$ cat config.mk
export PLATFORM = sky130hd
export DESIGN_NAME = muldiv_unit_flat
export DESIGN_NICKNAME = d
export VERILOG_FILES = /design/src/rtl/muldiv_unit_pkg.sv /design/src/rtl/muldiv_unit_if.sv /design/src/rtl/mdu_sign_adjust.sv /design/src/rtl/muldiv_unit.sv /design/src/flat_wrapper.sv
export SDC_FILE = /design/constraint.sdc
export NUM_CORES = 1
export LEC_CHECK = 0
export ABC_AREA = 1
export CAP_MARGIN = 0
export CORE_MARGIN = 3
export CORE_UTILIZATION = 45
export DETAILED_ROUTE_END_ITERATION = 10
export GPL_TIMING_DRIVEN = 1
export MAX_ROUTING_LAYER = met4
export PLACE_DENSITY_LB_ADDON = 0.2
export SLEW_MARGIN = 20
export SYNTH_ARGS = -nofsm -noshare
export SYNTH_HDL_FRONTEND = slang
export SYNTH_HIERARCHICAL = 1
export SYNTH_SLANG_ARGS = --single-unit
$ cat constraint.sdc
create_clock -name clk -period 2.8 [get_ports clk]
set_input_delay 0.56 -clock clk [delete_from_list [all_inputs] [get_ports clk]]
set_output_delay 0.56 -clock clk [all_outputs]
set_load 0.01 [all_outputs]
$ cat src/rtl/muldiv_unit_pkg.sv
// -----------------------------------------------------------------------------
// muldiv_unit_pkg
// Shared definitions for the iterative RV32M multiply/divide unit:
//   - funct3 operation encodings (MDU_MUL .. MDU_REMU)
//   - controller state encoding (IDLE, RUN, FIN)
//   - iteration counter width helper
// -----------------------------------------------------------------------------
package muldiv_unit_pkg;

    localparam logic [2:0] MDU_MUL    = 3'b000;
    localparam logic [2:0] MDU_MULH   = 3'b001;
    localparam logic [2:0] MDU_MULHSU = 3'b010;
    localparam logic [2:0] MDU_MULHU  = 3'b011;
    localparam logic [2:0] MDU_DIV    = 3'b100;
    localparam logic [2:0] MDU_DIVU   = 3'b101;
    localparam logic [2:0] MDU_REM    = 3'b110;
    localparam logic [2:0] MDU_REMU   = 3'b111;

    typedef enum logic [1:0] {
        IDLE = 2'd0,
        RUN  = 2'd1,
        FIN  = 2'd2
    } mdu_state_e;

    // One extra bit so the counter can also represent WIDTH itself.
    function automatic int mdu_cnt_width(input int width);
        return $clog2(width) + 1;
    endfunction

endpackage

$ cat src/rtl/muldiv_unit_if.sv
// -----------------------------------------------------------------------------
// muldiv_unit_if
// Request/response bundle between the execute stage and the multiply/divide
// unit.
//   start   : request a new operation (taken only while busy is low)
//   funct3  : RV32M operation select
//   op_a    : rs1 value (multiplicand / dividend)
//   op_b    : rs2 value (multiplier / divisor)
//   busy    : operation in progress
//   done    : one-cycle pulse, result valid
//   result  : final value, held until the next completed operation
// master = requester (control / execute), slave = muldiv_unit.
// -----------------------------------------------------------------------------
interface muldiv_unit_if #(
    parameter int WIDTH = 32
);
    logic             start;
    logic [2:0]       funct3;
    logic [WIDTH-1:0] op_a;
    logic [WIDTH-1:0] op_b;
    logic             busy;
    logic             done;
    logic [WIDTH-1:0] result;

    modport master (
        output start, funct3, op_a, op_b,
        input  busy, done, result
    );

    modport slave (
        input  start, funct3, op_a, op_b,
        output busy, done, result
    );
endinterface

$ cat src/rtl/mdu_sign_adjust.sv
// -----------------------------------------------------------------------------
// mdu_sign_adjust
// Combinational conditional two's-complement negate.
//   neg_i : 1 = output the negation of val_i, 0 = pass through
//   val_i : input value (W bits)
//   val_o : adjusted value (W bits)
// Negating the most-negative value yields the same bit pattern, which read as
// unsigned is exactly its magnitude.
// -----------------------------------------------------------------------------
module mdu_sign_adjust #(
    parameter int W = 32
) (
    input  logic         neg_i,
    input  logic [W-1:0] val_i,
    output logic [W-1:0] val_o
);
    assign val_o = neg_i ? (~val_i + W'(1)) : val_i;
endmodule

$ cat src/rtl/muldiv_unit.sv
// -----------------------------------------------------------------------------
// muldiv_unit
// Iterative RV32M multiply/divide unit. Radix-2 shift-add multiply and
// restoring divide on operand magnitudes, one bit per RUN cycle, signs applied
// in FIN. Divide-by-zero and signed overflow skip RUN entirely.
//   clk   : system clock, rising edge
//   reset : synchronous active-high reset, clears all state
//   mdu   : request/response bundle (slave side), see muldiv_unit_if
// Timing (accept edge = cycle 0): busy in cycles 1..WIDTH+1, done/result in
// cycle WIDTH+2; special cases: busy in cycle 1, done in cycle 2.
// -----------------------------------------------------------------------------
module muldiv_unit
    import muldiv_unit_pkg::*;
#(
    parameter int WIDTH = 32
) (
    input  logic          clk,
    input  logic          reset,
    muldiv_unit_if.slave  mdu
);
    localparam int CW = mdu_cnt_width(WIDTH);

    mdu_state_e         state_q, state_d;
    logic [CW-1:0]      cnt_q;
    logic [2:0]         op_q;
    logic [2*WIDTH-1:0] acc_q;          // mul: {partial, multiplier}; div: low half = dividend/quotient
    logic [WIDTH:0]     rem_q;          // partial remainder incl. borrow headroom
    logic [WIDTH-1:0]   opnd_q;         // mul: |multiplicand|, div: |divisor|
    logic               neg_q;          // product / quotient sign
    logic               rneg_q;         // remainder sign (dividend sign)
    logic               special_q;
    logic [WIDTH-1:0]   special_res_q;
    logic [WIDTH-1:0]   result_q;
    logic               done_q;

    // ---------------- accept-time decode ----------------
    logic             accept, is_div_in, is_rem_in, sgn_a_op, sgn_b_op;
    logic             a_neg, b_neg, div_zero, div_ovf;
    logic [WIDTH-1:0] mag_a, mag_b, special_val;

    assign accept    = (state_q == IDLE) && mdu.start;
    assign is_div_in = mdu.funct3 inside {MDU_DIV, MDU_DIVU, MDU_REM, MDU_REMU};
    assign is_rem_in = mdu.funct3 inside {MDU_REM, MDU_REMU};
    assign sgn_a_op  = mdu.funct3 inside {MDU_MULH, MDU_MULHSU, MDU_DIV, MDU_REM};
    assign sgn_b_op  = mdu.funct3 inside {MDU_MULH, MDU_DIV, MDU_REM};
    assign a_neg     = sgn_a_op & mdu.op_a[WIDTH-1];
    assign b_neg     = sgn_b_op & mdu.op_b[WIDTH-1];
    assign div_zero  = is_div_in && (mdu.op_b == '0);
    assign div_ovf   = (mdu.funct3 inside {MDU_DIV, MDU_REM})
                       && (mdu.op_a == {1'b1, {(WIDTH-1){1'b0}}})
                       && (mdu.op_b == '1);
    // Divide-by-zero takes precedence over overflow (0x80..0 / 0 is div-by-zero).
    assign special_val = div_zero ? (is_rem_in ? mdu.op_a : '1)
                                  : (is_rem_in ? '0 : mdu.op_a);

    mdu_sign_adjust #(.W(WIDTH)) u_mag_a (.neg_i(a_neg), .val_i(mdu.op_a), .val_o(mag_a));
    mdu_sign_adjust #(.W(WIDTH)) u_mag_b (.neg_i(b_neg), .val_i(mdu.op_b), .val_o(mag_b));

    // ---------------- iteration datapath ----------------
    logic [WIDTH:0]     mul_sum;
    logic [WIDTH+1:0]   div_shift, div_diff;
    logic               div_borrow;

    assign mul_sum    = {1'b0, acc_q[2*WIDTH-1:WIDTH]} + (acc_q[0] ? {1'b0, opnd_q} : '0);
    assign div_shift  = {rem_q, acc_q[WIDTH-1]};
    assign div_diff   = div_shift - {2'b00, opnd_q};
    assign div_borrow = div_diff[WIDTH+1];

    // ---------------- final sign fix-up ----------------
    logic [2*WIDTH-1:0] fix_in, prod_fix;
    logic [WIDTH-1:0]   rem_fix, final_val;

    assign fix_in = op_q[2] ? {{WIDTH{1'b0}}, acc_q[WIDTH-1:0]} : acc_q;

    mdu_sign_adjust #(.W(2*WIDTH)) u_fix_pq  (.neg_i(neg_q),  .val_i(fix_in),             .val_o(prod_fix));
    mdu_sign_adjust #(.W(WIDTH))   u_fix_rem (.neg_i(rneg_q), .val_i(rem_q[WIDTH-1:0]),   .val_o(rem_fix));

    always_comb begin
        final_val = prod_fix[WIDTH-1:0];            // MUL low half, DIV/DIVU quotient
        if (special_q)
            final_val = special_res_q;
        else if (op_q inside {MDU_REM, MDU_REMU})
            final_val = rem_fix;
        else if (op_q inside {MDU_MULH, MDU_MULHSU, MDU_MULHU})
            final_val = prod_fix[2*WIDTH-1:WIDTH];
    end

    // ---------------- controller ----------------
    always_ff @(posedge clk) begin
        if (reset) state_q <= IDLE;
        else       state_q <= state_d;
    end

    always_comb begin
        state_d = state_q;
        case (state_q)
            IDLE:    if (accept) state_d = (div_zero || div_ovf) ? FIN : RUN;
            RUN:     if (cnt_q == CW'(WIDTH-1)) state_d = FIN;
            FIN:     state_d = IDLE;
            default: state_d = IDLE;
        endcase
    end

    always_ff @(posedge clk) begin
        if (reset) begin
            cnt_q         <= '0;
            op_q          <= '0;
            acc_q         <= '0;
            rem_q         <= '0;
            opnd_q        <= '0;
            neg_q         <= 1'b0;
            rneg_q        <= 1'b0;
            special_q     <= 1'b0;
            special_res_q <= '0;
            result_q      <= '0;
            done_q        <= 1'b0;
        end else begin
            done_q <= 1'b0;
            case (state_q)
                IDLE: if (accept) begin
                    op_q          <= mdu.funct3;
                    cnt_q         <= '0;
                    rem_q         <= '0;
                    neg_q         <= a_neg ^ b_neg;
                    rneg_q        <= a_neg;
                    special_q     <= div_zero || div_ovf;
                    special_res_q <= special_val;
                    // Iterated operand sits in acc low half; the other is held in opnd_q.
                    opnd_q        <= is_div_in ? mag_b : mag_a;
                    acc_q         <= {{WIDTH{1'b0}}, (is_div_in ? mag_a : mag_b)};
                end
                RUN: begin
                    cnt_q <= cnt_q + CW'(1);
                    if (op_q[2]) begin
                        rem_q              <= div_borrow ? div_shift[WIDTH:0] : div_diff[WIDTH:0];
                        acc_q[WIDTH-1:0]   <= {acc_q[WIDTH-2:0], ~div_borrow};
                    end else begin
                        acc_q <= {mul_sum, acc_q[WIDTH-1:1]};
                    end
                end
                FIN: begin
                    result_q <= final_val;
                    done_q   <= 1'b1;
                end
                default: ;
            endcase
        end
    end

    assign mdu.busy   = (state_q != IDLE);
    assign mdu.done   = done_q;
    assign mdu.result = result_q;

endmodule

$ cat src/flat_wrapper.sv
// flat-port wrapper written by rule: the top's interface ports become plain ports
module muldiv_unit_flat import muldiv_unit_pkg::*;
#(
    parameter int WIDTH = 32
)
  (clk, reset, mdu_start, mdu_funct3, mdu_op_a, mdu_op_b, mdu_busy, mdu_done, mdu_result);
  muldiv_unit_if #(.WIDTH(WIDTH)) mdu_i ();
  input  logic clk;
  input  logic reset;
  input wire logic [$bits(mdu_i.start)-1:0] mdu_start;
  input wire logic [$bits(mdu_i.funct3)-1:0] mdu_funct3;
  input wire logic [$bits(mdu_i.op_a)-1:0] mdu_op_a;
  input wire logic [$bits(mdu_i.op_b)-1:0] mdu_op_b;
  output wire logic [$bits(mdu_i.busy)-1:0] mdu_busy;
  output wire logic [$bits(mdu_i.done)-1:0] mdu_done;
  output wire logic [$bits(mdu_i.result)-1:0] mdu_result;
  assign mdu_i.start = mdu_start;
  assign mdu_i.funct3 = mdu_funct3;
  assign mdu_i.op_a = mdu_op_a;
  assign mdu_i.op_b = mdu_op_b;
  assign mdu_busy = mdu_i.busy;
  assign mdu_done = mdu_i.done;
  assign mdu_result = mdu_i.result;
  muldiv_unit #(.WIDTH(WIDTH)) u_core (.clk(clk), .reset(reset), .mdu(mdu_i));
endmodule
==> flow_summary.json, run 1 <==
{
  "status": "finished clean",
  "critical_path_arrival_ns": 3.11,
  "layout.nets": 4063,
  "vias": 25400,
  "async_flop_share": 0,
  "clkTransAtPathRegs_ns": 0.06,
  "cts.path.max_buffers": 3,
  "fin_skew_ns": 0.0161,
  "core_sq_mm": 0.0460,
  "grt_pass1_vias": 23200,
  "wire_per_inst_um": 19.4,
  "synth_seq_cells": 208,
  "crit_type": "reg -> reg",
  "drive_gt1_frac": 0.113,
  "finalSetupViolCount": 0,
  "routed_wl_mm": 88.0,
  "postLayoutCoreUtil": 0.546,
  "layout_commonest_cell": "nand2_1",
  "worst-path-max-fanout": 11,
  "p_leak_nw": 12.4,
  "cap_violations": 0,
  "hp-class": "in -> reg",
  "avgSynthCellArea_sq_um": 5.71,
  "htreeDepth": 1,
  "ant_nets": 0,
  "start_kind": "register",
  "layout.cells.most_common_list": "1104 x nand2_1, 496 x inv_1, 408 x nor2_1, 246 x a21oi_1, 238 x o21ai_0",
  "worst_pin_slew_ns": 0.855,
  "drc": 0,
  "synth_area_leaders": "dfxtp_1 20%, nand2_1 20%, inv_1 8.8%",
  "netlist_area_sq_mm": 0.0212,
  "critPathBufInv": 2,
  "reg2reg_depth": 13,
  "grt_setup_unrepaired": "no",
  "rr_endpoint": "u_core/acc_q[58]",
  "grt.total_usage": 0.347,
  "synth_warnings": 6,
  "dp_hpwl_mm": 71.1,
  "cts_hold_buf": 0,
  "fin_cells": 4543,
  "syn_inst": 3713,
  "synth_flop_cell": "dfxtp_1",
  "crit_path_top_delay_cell": "o21ai_0",
  "synth_mux_area_frac": 0,
  "synth.top_cell.area_share": 0.196,
  "maxSlewHeadroom": 0.430,
  "path_depth": 13,
  "fp-row-count": 78,
  "synth-compound-area-share": 0.180,
  "synth-simple-area-share": 0.417,
  "slowest_delay_ns": 0.45,
  "synth_edf_count": 0,
  "syn-num-nets": 3854,
  "fin_tns_setup_ns": 0,
  "synthAdderAreaFrac": 0.0426,
  "synth_seq_area_share": 0.196,
  "regToRegSetupSlack_ns": 0.1,
  "die_w_um": 223,
  "final-max-slew-violation-count": 0,
  "drt-initial-drc-count": 2742,
  "grt_max_degree": 74,
  "synth_xor_area_frac": 0.0396,
  "fin_crit_sh": 0.964,
  "path_delay_family": "compound AO/OA/AOI/OAI gates",
  "synth_largest_area_cell": "dfxtp_1",
  "crit_path_start": "u_core/acc_q[0]",
  "antenna_found_initial": 2,
  "drt-vias-per-instance": 5.60,
  "gr-total-overflow": 0,
  "area_growth_pct": 18.3,
  "cts_sinks": 208,
  "reg2reg_from": "u_core/acc_q[0]",
  "dr.pass1.iters": 6,
  "insertion_delay_ns": 0.57,
  "max_freq_mhz": 370,
  "cts_root_buf": "clkbuf_16",
  "crit_path_cell_trace": "buf_4 > nand2_1 > inv_1 > ha_1 > nand2_1 > o21ai_0 > a21oi_1 > o21ai_0 > nand3_1 > nand2_1 > nand2_1 > nand3_1 > a21oi_1",
  "numCtsBuffers": 25,
  "ir_worst_vdd_mv": 0.471,
  "pwr_density_cell_mw_per_mm2": 439,
  "synth_top_family_by_area": "simple AND/OR/NAND/NOR gates",
  "cts_tree": "built",
  "ios": 104,
  "finalCriticalPeriod_ns": 2.70,
  "grt_pass1_wl_mm": 133,
  "path_common_cell": "nand2_1",
  "fp.dieH_um": 223,
  "port_buffers": 103,
  "crit_end": "u_core/acc_q[58]",
  "start_util": 0.461,
  "critPathCaptureType": "register",
  "ys_types": 52,
  "gp_congestion": 1.03,
  "die_area_sq_mm": 0.0498,
  "dp_cells": 4495,
  "report.final.hold_viol_count": 0,
  "cp.required_ns": 3.21
}
[power by group]
group / switching (mW) / internal (mW)
Sequential: 0.328 / 3.16
Combinational: 2.63 / 1.41
Clock: 1.45 / 2.03
[state kept, by name, summed over array words and instances (netlist names), 2 cells and up]
name,count
u_core/rem_q,33
u_core/special_res_q,32
u_core/acc_q,64
u_core/opnd_q,32
u_core/cnt_q,6
u_core/state_q,2
u_core/mdu.result,32
u_core/op_q,3
[how the worst min path moves through the flow]
stage                    startpoint                 to  cells after the start
detailed placement  u_core/cnt_q[5]    u_core/cnt_q[5]                      1
CTS                   mdu_funct3[2]  u_core/opnd_q[26]                      3
floorplan           u_core/cnt_q[5]    u_core/cnt_q[5]                      1
global route          mdu_funct3[2]  u_core/opnd_q[26]                      3
finish                mdu_funct3[2]  u_core/opnd_q[26]                      3
global placement    u_core/cnt_q[5]    u_core/cnt_q[5]                      1
[cell families after synthesis]
logic type | after synthesis
compound gates | 669
xor+xnor | 95
fa+ha+maj | 71
buf+inv | 664
flops | 208
simple gates | 2006
[layout make-up]
| cell class | count | area [sq um] |
|---|---|---|
| Antenna cell | 2 | 5.00 |
| Clock inverter | 14 | 163 |
| Fill cell | 4953 | 20900 |
| Clock buffer | 32 | 692 |
| Sequential cell | 208 | 4170 |
| Tap cell | 600 | 751 |
| Timing Repair Buffer | 332 | 2910 |
| Inverter | 514 | 1940 |
| Multi-Input combinational cell | 2841 | 14500 |
[synth_stat cells (3+ instances only)]
master    number
nor3_1        22
buf_2         28
xor2_1        49
o221ai_1      23
nor2_2        36
nand3_1      233
buf_6          7
ha_1          69
nand3b_1      20
o211ai_1      61
nor2_1       416
o22ai_1        7
nor2_4        27
dfxtp_1      208
a22oi_1        8
nor4_1        12
nand2_2       21
nand3_4        4
o21ai_0      241
inv_2         12
nand2_4       11
nand2_1     1104
o21ai_4        6
a31oi_1       35
inv_6          3
xnor2_1       45
clkbuf_1     102
buf_1          3
a21oi_1      247
nand3_2       20
and2_1         6
o21ai_2        8
o21a_1         4
buf_4         10
nor2_8         6
nand4_1       60
o21ai_1       11
a21boi_0       4
inv_1        499
o21bai_1       8
[timing repair]
| item | in CTS | in global routing |
|---|---|---|
| gates resized for setup | 0 | 10 |
| buffers inserted | 0 | 0 |
| setup endpoints to repair | 0 | 15 |
[stage by stage]
step / power (mW) / hold WS, ns / instance area (sq um) / setup WS, ns
global placement: 7.44 / 0.454 / 24200 / -0.00252
finish: 11.0 / 0.345 / 25100 / 0.0998
CTS: 10.9 / 0.329 / 25100 / 0.0663
global route: 11.5 / 0.377 / 25100 / 0.0101
floorplan: 5.83 / 0.431 / 21200 / 0.293
detailed placement: 7.45 / 0.451 / 24200 / -0.0286
[worst register-to-register path: cells and delay by family (launching register included)]
kind / cells / cell delay [ns]
fa+ha+maj: 1 / 0.34
buf+inv: 2 / 0.26
simple gates: 6 / 0.65
flops: 1 / 0.37
compound gates: 4 / 0.95
[layer usage]
layer / up-vias / track usage / routed length, um
met1: 11600 / 0.426 / 35500
met5: - / - / 0
met2: 1145 / 0.557 / 39900
met3: 284 / 0.0414 / 6780
met4: 0 / 0.186 / 5740
li1: 12400 / - / -
Note: power is estimated with default switching activity, not from simulation.
==> run 2, diff against run 1 <==
DONT_BUFFER_PORTS = 1   (was default)
SYNTH_HIERARCHICAL = default   (was 1)
==> flow_summary.json, run 2 <==
{
  "post_cts_buffers": 0,
  "cts.path.max_buffers": 3,
  "area_growth_pct": 10.7,
  "numCtsBuffers": 27,
  "fin_crit_sh": 0.940,
  "ir_worst_vdd_mv": 0.396,
  "die_w_um": 213,
  "critPathCaptureType": "register",
  "vias": 23100,
  "ant_nets": 0,
  "cts_hold_buf": 0,
  "antenna_found_initial": 2,
  "placed_cell_area_sq_mm": 0.0203,
  "drive_gt1_frac": 0.0852,
  "routed_wl_mm": 88.3,
  "core_sq_mm": 0.0420,
  "grt_max_degree": 148,
  "netlist_area_sq_mm": 0.0192,
  "cts_sinks": 208,
  "port_buffers": 0,
  "status": "finished clean",
  "cts_tree": "built",
  "synth_largest_area_cell": "dfxtp_1",
  "place_ws_ns": -0.0736,
  "critical_path_arrival_ns": 3.12,
  "synth_flop_cell": "dfxtp_1",
  "drc": 0,
  "grt_setup_unrepaired": "no",
  "ys_top_cells_by_count": "927 x nand2_1, 370 x inv_1, 312 x a21oi_1",
  "fin_skew_ns": 0.0162,
  "top_register": "u_core.acc_q",
  "worst-path-max-fanout": 33,
  "ios": 104,
  "layout_commonest_cell": "nand2_1",
  "insertion_delay_ns": 0.58,
  "largest_reg_flops": 64,
  "final-max-slew-violation-count": 0,
  "finalSetupViolCount": 0,
  "synth_warnings": 0,
  "yosysMostFrequentCell": "nand2_1",
  "htreeDepth": 1,
  "synth_edf_count": 0,
  "synth.top_cell.area_share": 0.217,
  "report.final.hold_viol_count": 0,
  "crit_type": "reg -> reg",
  "drt-initial-drc-count": 2819,
  "fin_cells": 3849,
  "fin_hold_ws_ns": 0.0960,
  "grt_pass1_vias": 21200,
  "fp.dieH_um": 213,
  "syn_inst": 3279,
  "setup_ws_ns": 0.168,
  "layout.nets": 3430,
  "synth_seq_area_share": 0.217,
  "grt_pass1_wl_mm": 131,
  "hp-class": "in -> reg",
  "postLayoutCellArea_sq_mm": 0.0213,
  "worst_pin_slew_ns": 0.833,
  "syn-num-nets": 3421,
  "finalCriticalPeriod_ns": 2.63,
  "cts_root_buf": "clkbuf_16",
  "synth_area_leaders": "dfxtp_1 22%, nand2_1 18%, a21oi_1 8.1%",
  "regToRegSetupSlack_ns": 0.17,
  "synth_seq_cells": 208,
  "avgSynthCellArea_sq_um": 5.86,
  "p_leak_nw": 10.2,
  "ys_types": 56,
  "dr.pass1.iters": 9,
  "cts.repair.resized": 1,
  "wire_per_inst_um": 22.9,
  "gp_congestion": 1.04,
  "drt-vias-per-instance": 6.01,
  "die_area_sq_mm": 0.0452,
  "fp-row-count": 75,
  "maxSlewHeadroom": 0.444,
  "dp_cells": 3798,
  "grt.total_usage": 0.390,
  "gr-total-overflow": 0,
  "async_flop_share": 0,
  "top_regs": "u_core.acc_q (64), u_core.rem_q (33)",
  "start_util": 0.457,
  "max_freq_mhz": 380,
  "layout.cells.most_common_list": "926 x nand2_1, 370 x inv_1, 307 x a21oi_1, 294 x nor2_1, 237 x nand3_1",
  "cp.required_ns": 3.29,
  "cap_violations": 0,
  "pwr_density_cell_mw_per_mm2": 520,
  "dp_hpwl_mm": 71.1,
  "clkTransAtPathRegs_ns": 0.06,
  "start_kind": "register"
}
-- run 2: changes by cell type after synthesis, moves of 16 or more --
| cell | delta |
|---|---|
| nor2_4 | -19 |
| inv_1 | -129 |
| nand2_1 | -177 |
| a31oi_1 | -18 |
| nand3_2 | -16 |
| nor2_2 | -19 |
| xnor2_1 | -24 |
| a21oi_1 | +65 |
| o21ai_1 | +18 |
| nor2_1 | -118 |
| o21ai_0 | -37 |
| a221oi_1 | +34 |
-- run 2: area by class of cell --
class	count	area, sq um
timing repair buffer	125	1040
clock inverter	10	174
sequential	208	4180
multi-input combinational	2543	13000
inverter	383	1440
clock buffer	39	771
tap	539	674
antenna	2	5.00
fill	4458	20800
-- run 2: cell families (layout without fill, tap and decap cells) --
group	Yosys count	in the layout	synth area share
adders and majority gates	72	72	0.0477
other	0	2	0
and+or+nand+nor	1646	1646	0.365
xor gates and xnor gates	84	84	0.0383
AOI/OAI and AO/OA	741	741	0.222
buffers and inverters	528	557	0.110
DFF	208	208	0.217
-- run 2: final timing paths --
kind / startpoint / endpoint / depth (start not counted)
worst max register to register: u_core.op_q[2] / u_core.mdu.result[14] / 12
worst min-delay path: reset / u_core.cnt_q[1] / 1
worst max-delay path: u_core.op_q[2] / u_core.mdu.result[14] / 12
worst min register to register: u_core.special_res_q[15] / u_core.special_res_q[15] / 2
-- run 2: report_power, final --
group          total, mW  internal, mW  switching (mW)  leakage [nW]
Clock               3.76          2.29            1.48         0.456
Sequential          3.38          3.13           0.252          1.70
Combinational       3.92          1.22            2.70          8.01
-- run 2: critical path, cell delays in order (launching register included) --
cell and delay [ns]:
dfxtp_1 0.43, inv_2 0.26, o21ai_0 0.27, nand2_1 0.12, nor2_1 0.17, nand2_1 0.17, o21ai_0 0.20, nand2_1 0.07
nand3_1 0.13, nand3_1 0.26, nand2_1 0.25, nand2_1 0.07, a21oi_1 0.13
-- run 2: metal layers --
layer	share of wire	track usage	up-vias
met5	0	-	-
met4	0.062	0.184	0
met3	0.099	0.0851	221
met2	0.43	0.580	1255
met1	0.41	0.504	10800
li1	-	-	10900
-- run 2: metrics by stage --
step           setup TNS [ns]  total power, mW   util
6_report                    0             11.1  0.506
2_1_floorplan               0             5.71      -
3_5_place_dp          -0.0898             7.22  0.482
4_1_cts                     0             11.0  0.504
5_1_grt                     0             11.5  0.506
3_3_place_gp          -0.0976             7.21  0.482
